[src/rtl/scan_pkg.sv]
// Shared types and widths for the row scan sequencer.
package scan_pkg;
  localparam int unsigned ROW_W   = 4;
  localparam int unsigned BLANK_W = 8;

  typedef enum logic [1:0] {IDLE, BLANK, DRIVE} state_e;
endpackage

[src/rtl/scan_timer.sv]
// Loadable down-counter; expired flags the final cycle of a loaded phase.
module scan_timer #(
  parameter int unsigned W = 16
) (
  input  logic         clk,
  input  logic         rst_n,
  input  logic         load,
  input  logic [W-1:0] load_val,
  output logic [W-1:0] count,
  output logic         expired
);

  always_ff @(posedge clk) begin
    if (!rst_n) begin
      count <= '0;
    end else if (load) begin
      count <= load_val;
    end else if (count != '0) begin
      count <= count - 1'b1;
    end
  end

  assign expired = (count == W'(1));

endmodule

[src/rtl/row_scan_ctrl.sv]
// Row sequencer for a 4-to-16 decoder: per row a blanking gap, then a dwell with enable high.
module row_scan_ctrl
  import scan_pkg::*;
#(
  parameter int unsigned NUM_ROWS = 16,
  parameter int unsigned DWELL_W  = 16
) (
  input  logic               clk,
  input  logic               rst_n,
  input  logic               start,
  input  logic               stop,
  input  logic               continuous,
  input  logic [DWELL_W-1:0] dwell_cycles,
  input  logic [BLANK_W-1:0] blank_cycles,
  output logic               enable_out,
  output logic [ROW_W-1:0]   binary_out,
  output logic               row_start,
  output logic               frame_done,
  output logic               busy
);

  localparam int unsigned TW = (DWELL_W > BLANK_W) ? DWELL_W : BLANK_W;
  localparam logic [ROW_W-1:0] LastRow = ROW_W'(NUM_ROWS - 1);

  state_e             state_q, state_d;
  logic [ROW_W-1:0]   row_q, row_d;
  logic [DWELL_W-1:0] dwell_q, dwell_eff;
  logic [BLANK_W-1:0] blank_q;
  logic               cont_q, stop_pend_q;

  logic               load, expired;
  logic [TW-1:0]      load_val, count, cnt_next;
  logic               start_go, blank_end, drive_end, next_row, go_idle, enter_drive;
  logic               fd_next;

  scan_timer #(.W(TW)) u_timer (
    .clk      (clk),
    .rst_n    (rst_n),
    .load     (load),
    .load_val (load_val),
    .count    (count),
    .expired  (expired)
  );

  always_comb begin
    dwell_eff   = (dwell_cycles == '0) ? DWELL_W'(1) : dwell_cycles;
    start_go    = (state_q == IDLE) && start;
    blank_end   = (state_q == BLANK) && expired;
    drive_end   = (state_q == DRIVE) && expired;
    // A stop arriving on the final dwell cycle still ends the scan at this boundary.
    next_row    = drive_end && !(stop_pend_q || stop) && ((row_q != LastRow) || cont_q);
    go_idle     = drive_end && !next_row;
    load        = 1'b0;
    load_val    = '0;
    state_d     = state_q;
    row_d       = row_q;
    enter_drive = 1'b0;

    if (start_go) begin
      load  = 1'b1;
      row_d = '0;
      if (blank_cycles != '0) begin
        load_val = TW'(blank_cycles);
        state_d  = BLANK;
      end else begin
        load_val    = TW'(dwell_eff);
        state_d     = DRIVE;
        enter_drive = 1'b1;
      end
    end else if (blank_end) begin
      load        = 1'b1;
      load_val    = TW'(dwell_q);
      state_d     = DRIVE;
      enter_drive = 1'b1;
    end else if (next_row) begin
      load  = 1'b1;
      row_d = (row_q == LastRow) ? '0 : row_q + 1'b1;
      if (blank_q != '0) begin
        load_val = TW'(blank_q);
        state_d  = BLANK;
      end else begin
        load_val    = TW'(dwell_q);
        state_d     = DRIVE;
        enter_drive = 1'b1;
      end
    end else if (go_idle) begin
      state_d = IDLE;
      row_d   = '0;
    end

    // Registered frame_done needs a one-cycle lookahead onto the last dwell cycle.
    cnt_next = load ? load_val : ((count != '0) ? count - 1'b1 : count);
    fd_next  = (state_d == DRIVE) && (row_d == LastRow) && (cnt_next == TW'(1));
  end

  always_ff @(posedge clk) begin
    if (!rst_n) begin
      state_q     <= IDLE;
      row_q       <= '0;
      dwell_q     <= '0;
      blank_q     <= '0;
      cont_q      <= 1'b0;
      stop_pend_q <= 1'b0;
      enable_out  <= 1'b0;
      binary_out  <= '0;
      row_start   <= 1'b0;
      frame_done  <= 1'b0;
      busy        <= 1'b0;
    end else begin
      state_q    <= state_d;
      row_q      <= row_d;
      enable_out <= (state_d == DRIVE);
      binary_out <= row_d;
      row_start  <= enter_drive;
      frame_done <= fd_next;
      busy       <= (state_d != IDLE);
      if (start_go) begin
        dwell_q <= dwell_eff;
        blank_q <= blank_cycles;
        cont_q  <= continuous;
      end
      if (go_idle) begin
        stop_pend_q <= 1'b0;
      end else if (stop && (state_q != IDLE)) begin
        stop_pend_q <= 1'b1;
      end
    end
  end

endmodule

[config.mk]
export PLATFORM = sky130hd
export DESIGN_NAME = row_scan_ctrl
export DESIGN_NICKNAME = d
export VERILOG_FILES = /design/src/rtl/scan_pkg.sv /design/src/rtl/scan_timer.sv /design/src/rtl/row_scan_ctrl.sv
export SDC_FILE = /design/constraint.sdc
export NUM_CORES = 1
export LEC_CHECK = 0
export BUFFER_PORTS_ARGS = -buffer_cell sky130_fd_sc_hd__buf_2
export CORE_ASPECT_RATIO = 0.6
export CORE_UTILIZATION = 56
export CTS_CLUSTER_DIAMETER = 40
export CTS_CLUSTER_SIZE = 20
export DETAILED_ROUTE_END_ITERATION = 8
export GPL_TIMING_DRIVEN = 0
export PLACE_DENSITY = 0.77
export SYNTH_ARGS = -nofsm -noshare
export SYNTH_HDL_FRONTEND = slang
export SYNTH_SLANG_ARGS = --single-unit
[constraint.sdc]
create_clock -name clk -period 4.6 [get_ports clk]
set_input_delay 0.69 -clock clk [delete_from_list [all_inputs] [get_ports clk]]
set_output_delay 0.69 -clock clk [all_outputs]
set_load 0.05 [all_outputs]
==> impl_metrics.toml, run 1 <==
[outcome]
status = "finished clean"

[placement]
pre_cts_slack_ps = 1450
gp_congestion = 0.937
dpl.hpwl_um = 7260
port_buffers = 36

[detailed_routing]
drt_iter0_markers = 417
drc = 0
via_per_inst = 6.74
drt_pass1_iterations = 5
wire_per_inst_um = 20.0
wl_um = 9760
ant_nets = 0
route.vias.total = 3289

[logic_synthesis]
syn_area_sq_um = 3040
syn-num-nets = 411
netlist_instances = 378
yosysSeqAreaShare = 0.342
ys_async_sr_fraction = 0
yosys.area_share.xor_xnor = 0.0202
synth_compound_area_frac = 0.237
syn_area_per_cell_sq_um = 8.04
ys_ff_latch = 52
yosys_warnings = 0
synthSimpleGateAreaFrac = 0.339
synthAdderAreaFrac = 0.0165
synth_edf_count = 0
synthFlopType = "dfxtp_1"
yosys-mux-area-fraction = 0.00329
synth_top_family_by_area = "simple AND/OR/NAND/NOR gates"
synth.distinct_cells = 74

[setup_path]
critPathTopFamily = "simple AND/OR/NAND/NOR gates"
crit_chain = "ha_1 -> nor4b_1 -> nand4_1 -> a21o_1 -> buf_2 -> a221o_1 -> a211oi_1 -> nand4_1 -> nor4_2"
cp_data_required_time_ps = 4840
cp-end-kind = "flip-flop"
start_kind = "flip-flop"
crit_fanout = 10
cp_data_arrival_time_ps = 3420
crit_type = "flip-flop to flip-flop"
cpMaxStageDelayCell = "dfxtp_1"
worst_r2r_path_depth = 9
reg2reg_to = "frame_done"
cpMostUsedCell = "nand4_1"
cp_num_buf_inv = 1
r2r_setup_slack_ps = 1410
r2r-start = "u_timer.count[0]"
slowest_delay_ps = 410

[power_and_ir_drop]
power.density_nw_per_um2 = 582
clockPowerShare = 0.142
p_comb_frac = 0.532
seq_power_share = 0.326
p_switching_w = 0.000913
peakVddDrop_v = 0.000254
intPower_w = 0.00106
sw_frac_of_total = 0.462
p_leak_nw = 1.30

[clock_network]
cts_tree = "built"
clk_pin_slew_worst_paths_ps = 110
post-cts-setup-buffers = 0
cts-root-buf = "clkbuf_8"
clock_path_buffers = 2
cts-hold-fix-buffers = 0
cts.sinks = 52
clk_latency_ps = 320
h-tree-depth = 2
cts_buffers = 5
cts_resized = 0

[floorplan]
die_y_um = 59.1
core_area_sq_um = 5130
row_count = 20
die_x_um = 97.1
io_pins = 37
initial_core_util = 0.593
dieArea_sq_um = 5740

[hold_path]
hold_class = "flip-flop to flip-flop"
hold_start = "dwell_q[12]"
holdPathEnd = "dwell_q[12]"
hold_depth = 2

[sta]
tightest_slew_ps = 695
fmax_mhz = 314
grt_setup_unrepaired = "false"
post-route-min-period_ps = 3190
tns_ps = 0
relSlewSlack = 0.533
fin_ws_ps = 1410
final.period_utilization = 0.692
holdWs_ps = 467
setup_viol = 0
skew_ps = 10.5
drv_slew = 0
final-hold-violation-count = 0

[finish]
layout-drive-gt1-share = 0.175
num-nets-final = 454
area_growth_pct = 11.6
antenna_cells = 0

[global_routing]
gr-total-overflow = 0
grt_pass1_wl_um = 15400
antenna_found_initial = 0
grt_use_total = 0.353
grt_max_degree = 18
grt_pass1_vias = 2990

[run]
drv_cap = 0
tightest hold or removal path, delay by kind of cell (launching register included):
kind	cells	cell delay, ps
compound gates	1	50
flops	1	330
simple gates	1	50
through the flow:
stage          std cells  cell area, sq um  utilization  power, W
2_1_floorplan        378              3040            -   0.00139
3_3_place_gp         480              3300        0.644   0.00163
4_1_cts              488              3390        0.661   0.00193
6_report             488              3390        0.661   0.00197
3_5_place_dp         480              3300        0.644   0.00165
5_1_grt              488              3390        0.661   0.00208
final cells by class:
cell class / instances / area, sq um
Buffer: 23 / 115
Clock buffer: 5 / 68.8
Clock inverter: 3 / 21.3
Fill cell: 464 / 1740
Inverter: 3 / 11.3
Multi-Input combinational cell: 300 / 1870
Sequential cell: 52 / 1040
Tap cell: 66 / 82.6
Timing Repair Buffer: 36 / 180
power by group through the flow:
stage / logic [W] / registers (W) / clock network, W
final: 0.00105 / 0.000644 / 0.000280
after global placement: 0.000988 / 0.000645 / 0
after global routing: 0.00112 / 0.000655 / 0.000298
after CTS: 0.00101 / 0.000639 / 0.000278
after floorplan: 0.000759 / 0.000630 / 0
after detailed placement: 0.00100 / 0.000650 / 0
registers in the layout (all words and copies together) (netlist names):
name,flops
blank_q,8
busy,1
cont_q,1
dwell_q,16
enable_out,1
frame_done,1
row_q,4
row_start,1
state_q,2
stop_pend_q,1
u_timer.count,16
cell usage after synthesis (2+ instances only):
library cell	count	area [sq um]
nand4_1	8	50.1
o21a_1	2	15.0
nand2_1	68	255
a211o_1	2	17.5
a22oi_1	5	37.5
nor4b_1	2	17.5
xor2_1	2	17.5
or2_2	3	18.8
a2bb2oi_1	2	17.5
xnor2_1	5	43.8
or3_1	9	56.3
a211oi_1	4	30.0
a31oi_1	4	25.0
buf_6	2	22.5
o221ai_1	2	17.5
a32o_1	2	20.0
o21ai_0	7	35.0
o31ai_1	7	52.6
and4_1	3	26.3
a21oi_1	38	190
dfxtp_1	52	1040
ha_1	4	50.1
nor2b_1	4	25.0
nand3_1	6	30.0
nor4_2	2	25.0
nor2_1	25	93.8
nor4_1	8	50.1
clkbuf_1	8	30.0
nor4_4	3	63.8
inv_1	2	7.51
and3_1	2	12.5
buf_2	8	40.0
o211ai_1	4	30.0
a21o_1	3	22.5
o2111ai_1	2	17.5
buf_1	4	15.0
or4_1	9	67.6
nand2b_1	4	25.0
o2bb2ai_1	2	17.5
and2_1	8	50.1
nor3_1	8	40.0
cell families after synthesis:
| family | after synthesis |
|---|---|
| AO/OA/AOI/OAI | 104 |
| XOR/XNOR | 7 |
| adder cells (fa/ha/maj) | 4 |
| buffers and inverters | 26 |
| flip-flops | 52 |
| multiplexers | 1 |
| AND/OR/NAND/NOR | 184 |
cell usage in the layout (no fill, tap or decap), types with 4 or more instances in the layout:
| cell type | n |
|---|---|
| nor2_1 | 25 |
| nand4_1 | 8 |
| buf_2 | 44 |
| and2_1 | 8 |
| nand2b_1 | 4 |
| a211oi_1 | 4 |
| a21oi_1 | 38 |
| nor3_1 | 8 |
| o21ai_0 | 7 |
| or3_1 | 9 |
| nor4_1 | 8 |
| xnor2_1 | 5 |
| a31oi_1 | 4 |
| ha_1 | 4 |
| buf_1 | 4 |
| a22oi_1 | 5 |
| nor2b_1 | 4 |
| clkbuf_8 | 5 |
| clkbuf_1 | 8 |
| nand3_1 | 6 |
| o211ai_1 | 4 |
| nand2_1 | 68 |
| dfxtp_1 | 52 |
| or4_1 | 9 |
| o31ai_1 | 7 |
worst max-delay path by stage:
stage / from / end / cells after the start
after detailed placement: blank_cycles[4] / frame_done / 8
after floorplan: row_q[0] / frame_done / 8
after global placement: blank_cycles[4] / frame_done / 8
after global routing: u_timer.count[1] / frame_done / 10
final: u_timer.count[0] / frame_done / 9
after CTS: u_timer.count[1] / frame_done / 10
per-layer routing:
| metal | track usage | share of wire | vias up |
|---|---|---|---|
| met5 | 0 | 0 | - |
| met2 | 0.514 | 0.40 | 273 |
| met1 | 0.500 | 0.43 | 1481 |
| li1 | - | - | 1502 |
| met4 | 0.111 | 0.023 | 0 |
| met3 | 0.112 | 0.15 | 33 |
No activity file was read; power rests on OpenSTA's default activity.
==> run 2: changes to the inputs <==
==> constraint.sdc (replaced) <==
create_clock -name clk -period 3 [get_ports clk]
set_input_delay 0.45 -clock clk [delete_from_list [all_inputs] [get_ports clk]]
set_output_delay 0.45 -clock clk [all_outputs]
set_load 0.05 [all_outputs]
==> impl_metrics.toml, run 2 (same netlist as run 1, synthesis figures left out) <==
[placement]
dpl.hpwl_um = 7260
pre_cts_slack_ps = 32.5
port_buffers = 36
gp_congestion = 0.937

[sta]
relSlewSlack = 0.520
grt_setup_unrepaired = "false"
final-hold-violation-count = 0
holdWs_ps = 349
skew_ps = 8.95
fmax_mhz = 350
setup_viol = 0
fin_ws_ps = 144
tightest_slew_ps = 715
tns_ps = 0
final.period_utilization = 0.952
drv_slew = 0
post-route-min-period_ps = 2860

[setup_path]
cp-end-kind = "flip-flop"
crit_type = "flip-flop to flip-flop"
start_kind = "flip-flop"
crit_fanout = 10
cp_data_required_time_ps = 3240
cp_data_arrival_time_ps = 3100

[power_and_ir_drop]
intPower_w = 0.00165
p_switching_w = 0.00142
p_comb_frac = 0.539
seq_power_share = 0.322
power.density_nw_per_um2 = 892
sw_frac_of_total = 0.463
peakVddDrop_v = 0.000391
clockPowerShare = 0.139
p_leak_nw = 1.31

[clock_network]
cts.sinks = 52
cts_buffers = 5
clk_latency_ps = 320
cts_tree = "built"
h-tree-depth = 2
clock_path_buffers = 2
cts-root-buf = "clkbuf_8"
cts-hold-fix-buffers = 0
clk_pin_slew_worst_paths_ps = 100

[finish]
top_regs = "dwell_q (16), u_timer.count (16), blank_q (8)"
utilization = 0.672
final_cell_mix = "68 x nand2_1, 52 x dfxtp_1, 44 x buf_2, 37 x a21oi_1, 25 x nor2_1"
layout_commonest_cell = "nand2_1"
fill_cells = 454
num-nets-final = 455
layout-drive-gt1-share = 0.191
area_growth_pct = 13.3
antenna_cells = 0

[global_routing]
grt_use_total = 0.355
grt_pass1_wl_um = 15500
gr-total-overflow = 0
grt_max_degree = 18
antenna_found_initial = 0
grt_pass1_vias = 2993

[floorplan]
die_y_um = 59.1
core_area_sq_um = 5130
row_count = 20
die_x_um = 97.1
initial_core_util = 0.593
io_pins = 37
dieArea_sq_um = 5740

[detailed_routing]
wire_per_inst_um = 20.3
ant_nets = 0
via_per_inst = 6.86
drc = 0
drt_iter0_markers = 446
wl_um = 9900
drt_pass1_iterations = 6
route.vias.total = 3353

[run]
drv_cap = 0

[hold_path]
hold_class = "primary input to flip-flop"

[outcome]
status = "finished clean"
run 2: cell types whose count changed in the layout (fill, tap and decap cells not counted):
cell / before / now
nor3_1: 8 / 7
nor4b_4: 0 / 1
clkbuf_1: 8 / 7
nor3_2: 0 / 1
a211oi_2: 0 / 2
a211oi_1: 4 / 2
nor4b_1: 2 / 1
buf_4: 1 / 3
a21oi_4: 0 / 1
a21oi_1: 38 / 37
run 2: path summary, 6_finish.rpt:
path | startpoint | endpoint | slack [ps] | cells after the start
min | continuous | cont_q | 350 | 3
max | u_timer.count[0] | frame_done | 140 | 10
min reg2reg | dwell_q[12] | dwell_q[12] | 460 | 2
max reg2reg | u_timer.count[0] | frame_done | 140 | 10
run 2: through the flow:
step | instance area [sq um] | total power (W) | instances
after floorplan | 3040 | 0.00213 | 378
after global placement | 3300 | 0.00250 | 480
after detailed placement | 3300 | 0.00253 | 480
after CTS | 3410 | 0.00297 | 489
after global routing | 3450 | 0.00322 | 489
final | 3450 | 0.00307 | 489
run 2: repair_timing:
| item | in CTS | in global routing |
|---|---|---|
| setup buffers | 1 | 1 |
| gates resized for setup | 1 | 6 |
| setup endpoints to repair | 1 | 1 |
| pin swaps | 0 | 0 |
run 2: per-layer routing:
layer | track usage | part of all wire
met1 | 0.506 | 0.43
met2 | 0.521 | 0.41
met3 | 0.0967 | 0.14
met4 | 0.119 | 0.024
met5 | 0 | 0
run 2: worst max-delay path, cell delays in order (launching register included):
cell	delay, ps
dfxtp_1	360
inv_1	90
ha_1	170
nor4b_1	340
and4_1	320
buf_4	210
nor3b_1	80
nor3_2	270
a31oi_1	110
or4_1	530
nor4_2	290
run 2: power by group through the flow:
stage	Sequential (W)	Combinational, W	Clock (W)
finish	0.000990	0.00166	0.000428
global route	0.00101	0.00176	0.000458
floorplan	0.000966	0.00116	0
global placement	0.000989	0.00151	0
detailed placement	0.000996	0.00153	0
CTS	0.000981	0.00156	0.000426
run 2: final cells by class:
type,count,area (sq um),area share
clock buffer,5,68.8,0.0200
multi-input combinational,300,1910,0.556
sequential,52,1040,0.302
inverter,3,11.3,0.00327
buffer,22,111,0.0323
timing repair buffer,38,195,0.0566
tap,66,82.6,0.0240
clock inverter,3,21.3,0.00617
==> run 3: changes to the inputs <==
--- a/config.mk
+++ b/config.mk
@@ -5,14 +5,15 @@
 export SDC_FILE = /design/constraint.sdc
 export NUM_CORES = 1
 export LEC_CHECK = 0
-export BUFFER_PORTS_ARGS = -buffer_cell sky130_fd_sc_hd__buf_2
 export CORE_ASPECT_RATIO = 0.6
 export CORE_UTILIZATION = 56
 export CTS_CLUSTER_DIAMETER = 40
 export CTS_CLUSTER_SIZE = 20
 export DETAILED_ROUTE_END_ITERATION = 8
+export DONT_BUFFER_PORTS = 1
 export GPL_TIMING_DRIVEN = 0
-export PLACE_DENSITY = 0.77
+export PLACE_DENSITY = 0.71
+export SETUP_SLACK_MARGIN = 0.4
 export SYNTH_ARGS = -nofsm -noshare
 export SYNTH_HDL_FRONTEND = slang
 export SYNTH_SLANG_ARGS = --single-unit
==> impl_metrics.toml, run 3 (same netlist as run 1, synthesis figures left out) <==
[detailed_routing]
drc = 0
route.vias.total = 3280
wire_per_inst_um = 21.4
via_per_inst = 6.98
wl_um = 10100
ant_nets = 0
drt_pass1_iterations = 6
drt_iter0_markers = 367

[finish]
fill_cells = 436
fin_area_sq_um = 3540
layout-drive-gt1-share = 0.198
final_cell_mix = "68 x nand2_1, 44 x dfxtp_1, 36 x a21oi_1, 25 x nor2_1, 19 x buf_4"
top_regs = "dwell_q (16), u_timer.count (16), blank_q (8)"
antenna_cells = 0
area_growth_pct = 16.3
layout_commonest_cell = "nand2_1"
num-nets-final = 436

[placement]
placed_area_sq_um = 3130
gp_congestion = 0.970
pre_cts_slack_ps = -51.3
dpl.hpwl_um = 7290
port_buffers = 0

[setup_path]
crit_type = "flip-flop to flip-flop"
crit_fanout = 6
r2r_setup_slack_ps = 300
worst_setup_path_startpoint = "row_q[0]"
cp_data_arrival_time_ps = 2920
r2r-start = "row_q[0]"
cp-end-kind = "flip-flop"
start_kind = "flip-flop"
worst_r2r_path_depth = 9
reg2reg_to = "frame_done"
cp_data_required_time_ps = 3220

[sta]
relSlewSlack = 0.464
fin_ws_ps = 302
post-route-min-period_ps = 2700
fmax_mhz = 371
final-hold-violation-count = 0
final.period_utilization = 0.899
setup_viol = 0
drv_slew = 0
tightest_slew_ps = 798
skew_ps = 10.7
grt_setup_unrepaired = "true"

[global_routing]
gr-total-overflow = 0
grt_pass1_wl_um = 14900
grt_use_total = 0.343
grt_pass1_vias = 2843
antenna_found_initial = 0
grt_max_degree = 16

[hold_path]
hold_class = "primary input to flip-flop"
hold_depth = 2
hold_start = "blank_cycles[3]"
holdPathEnd = "blank_q[3]"

[floorplan]
core_area_sq_um = 5130
initial_core_util = 0.593
die_y_um = 59.1
die_x_um = 97.1
dieArea_sq_um = 5740
io_pins = 37
row_count = 20

[power_and_ir_drop]
power.density_nw_per_um2 = 942
peakVddDrop_v = 0.000559
power_w = 0.00333
p_leak_nw = 1.29

[run]
drv_cap = 0

[clock_network]
cts_buffers = 5
h-tree-depth = 2
clock_path_buffers = 2
cts-hold-fix-buffers = 0
cts-root-buf = "clkbuf_8"
clk_pin_slew_worst_paths_ps = 100
cts.sinks = 52
clk_latency_ps = 310
cts_tree = "built"

[outcome]
status = "finished clean"
[run 3: how the worst max path moves through the flow]
| stage | end | slack (ps) |
|---|---|---|
| 2_1_floorplan | frame_done | 500 |
| 3_3_place_gp | frame_done | -40 |
| 3_5_place_dp | frame_done | -50 |
| 4_1_cts | frame_done | 400 |
| 5_1_grt | frame_done | 200 |
| 6_report | frame_done | 300 |
[run 3: worst max-delay path, stage by stage, from the launching register on]
cell,delay [ps]
dfxtp_4,490
ha_4,190
nand4b_1,260
a211oi_2,310
buf_4,160
a21oi_4,50
nor3_2,220
a31oi_1,90
or4_4,550
nor4_4,290
[run 3: power breakdown]
| part | total, W | internal, W | switching [W] |
|---|---|---|---|
| combinational | 0.00187 | 0.000831 | 0.00104 |
| clock | 0.000426 | 0.000185 | 0.000241 |
| sequential | 0.00103 | 0.000821 | 0.000214 |
[run 3: per-stage QoR]
step                 util  hold WS [ps]  instances  TNS [ps]
global route        0.689           250        470         0
finish              0.689           260        470         0
detailed placement  0.609           441        444     -51.3
floorplan               -           427        378         0
CTS                 0.675           266        469         0
global placement    0.609           434        444     -41.3
[run 3: cell type report]
| class | instances | area (sq um) | share of cell area |
|---|---|---|---|
| clock inverters | 2 | 10.0 | 0.00283 |
| well taps | 66 | 82.6 | 0.0234 |
| multi-input cells | 300 | 2030 | 0.574 |
| flip-flops and latches | 52 | 1060 | 0.299 |
| clock buffers | 6 | 82.6 | 0.0234 |
| inverters | 3 | 11.3 | 0.00318 |
| repair buffers | 18 | 143 | 0.0403 |
| plain buffers | 23 | 121 | 0.0343 |
[run 3: what timing repair did]
action                                  in CTS  in global routing
hold endpoints to repair                     0                  0
gates resized for setup                     26                 13
pin swaps                                    6                  9
setup buffers                               17                  1
endpoints found under the setup margin       2                  1
[run 3: metal layers]
layer / track usage / share of wire / up-vias
met4: 0.104 / 0.022 / 0
met3: 0.125 / 0.15 / 30
met2: 0.463 / 0.40 / 229
met1: 0.503 / 0.44 / 1554
met5: 0 / 0 / -
li1: - / - / 1467
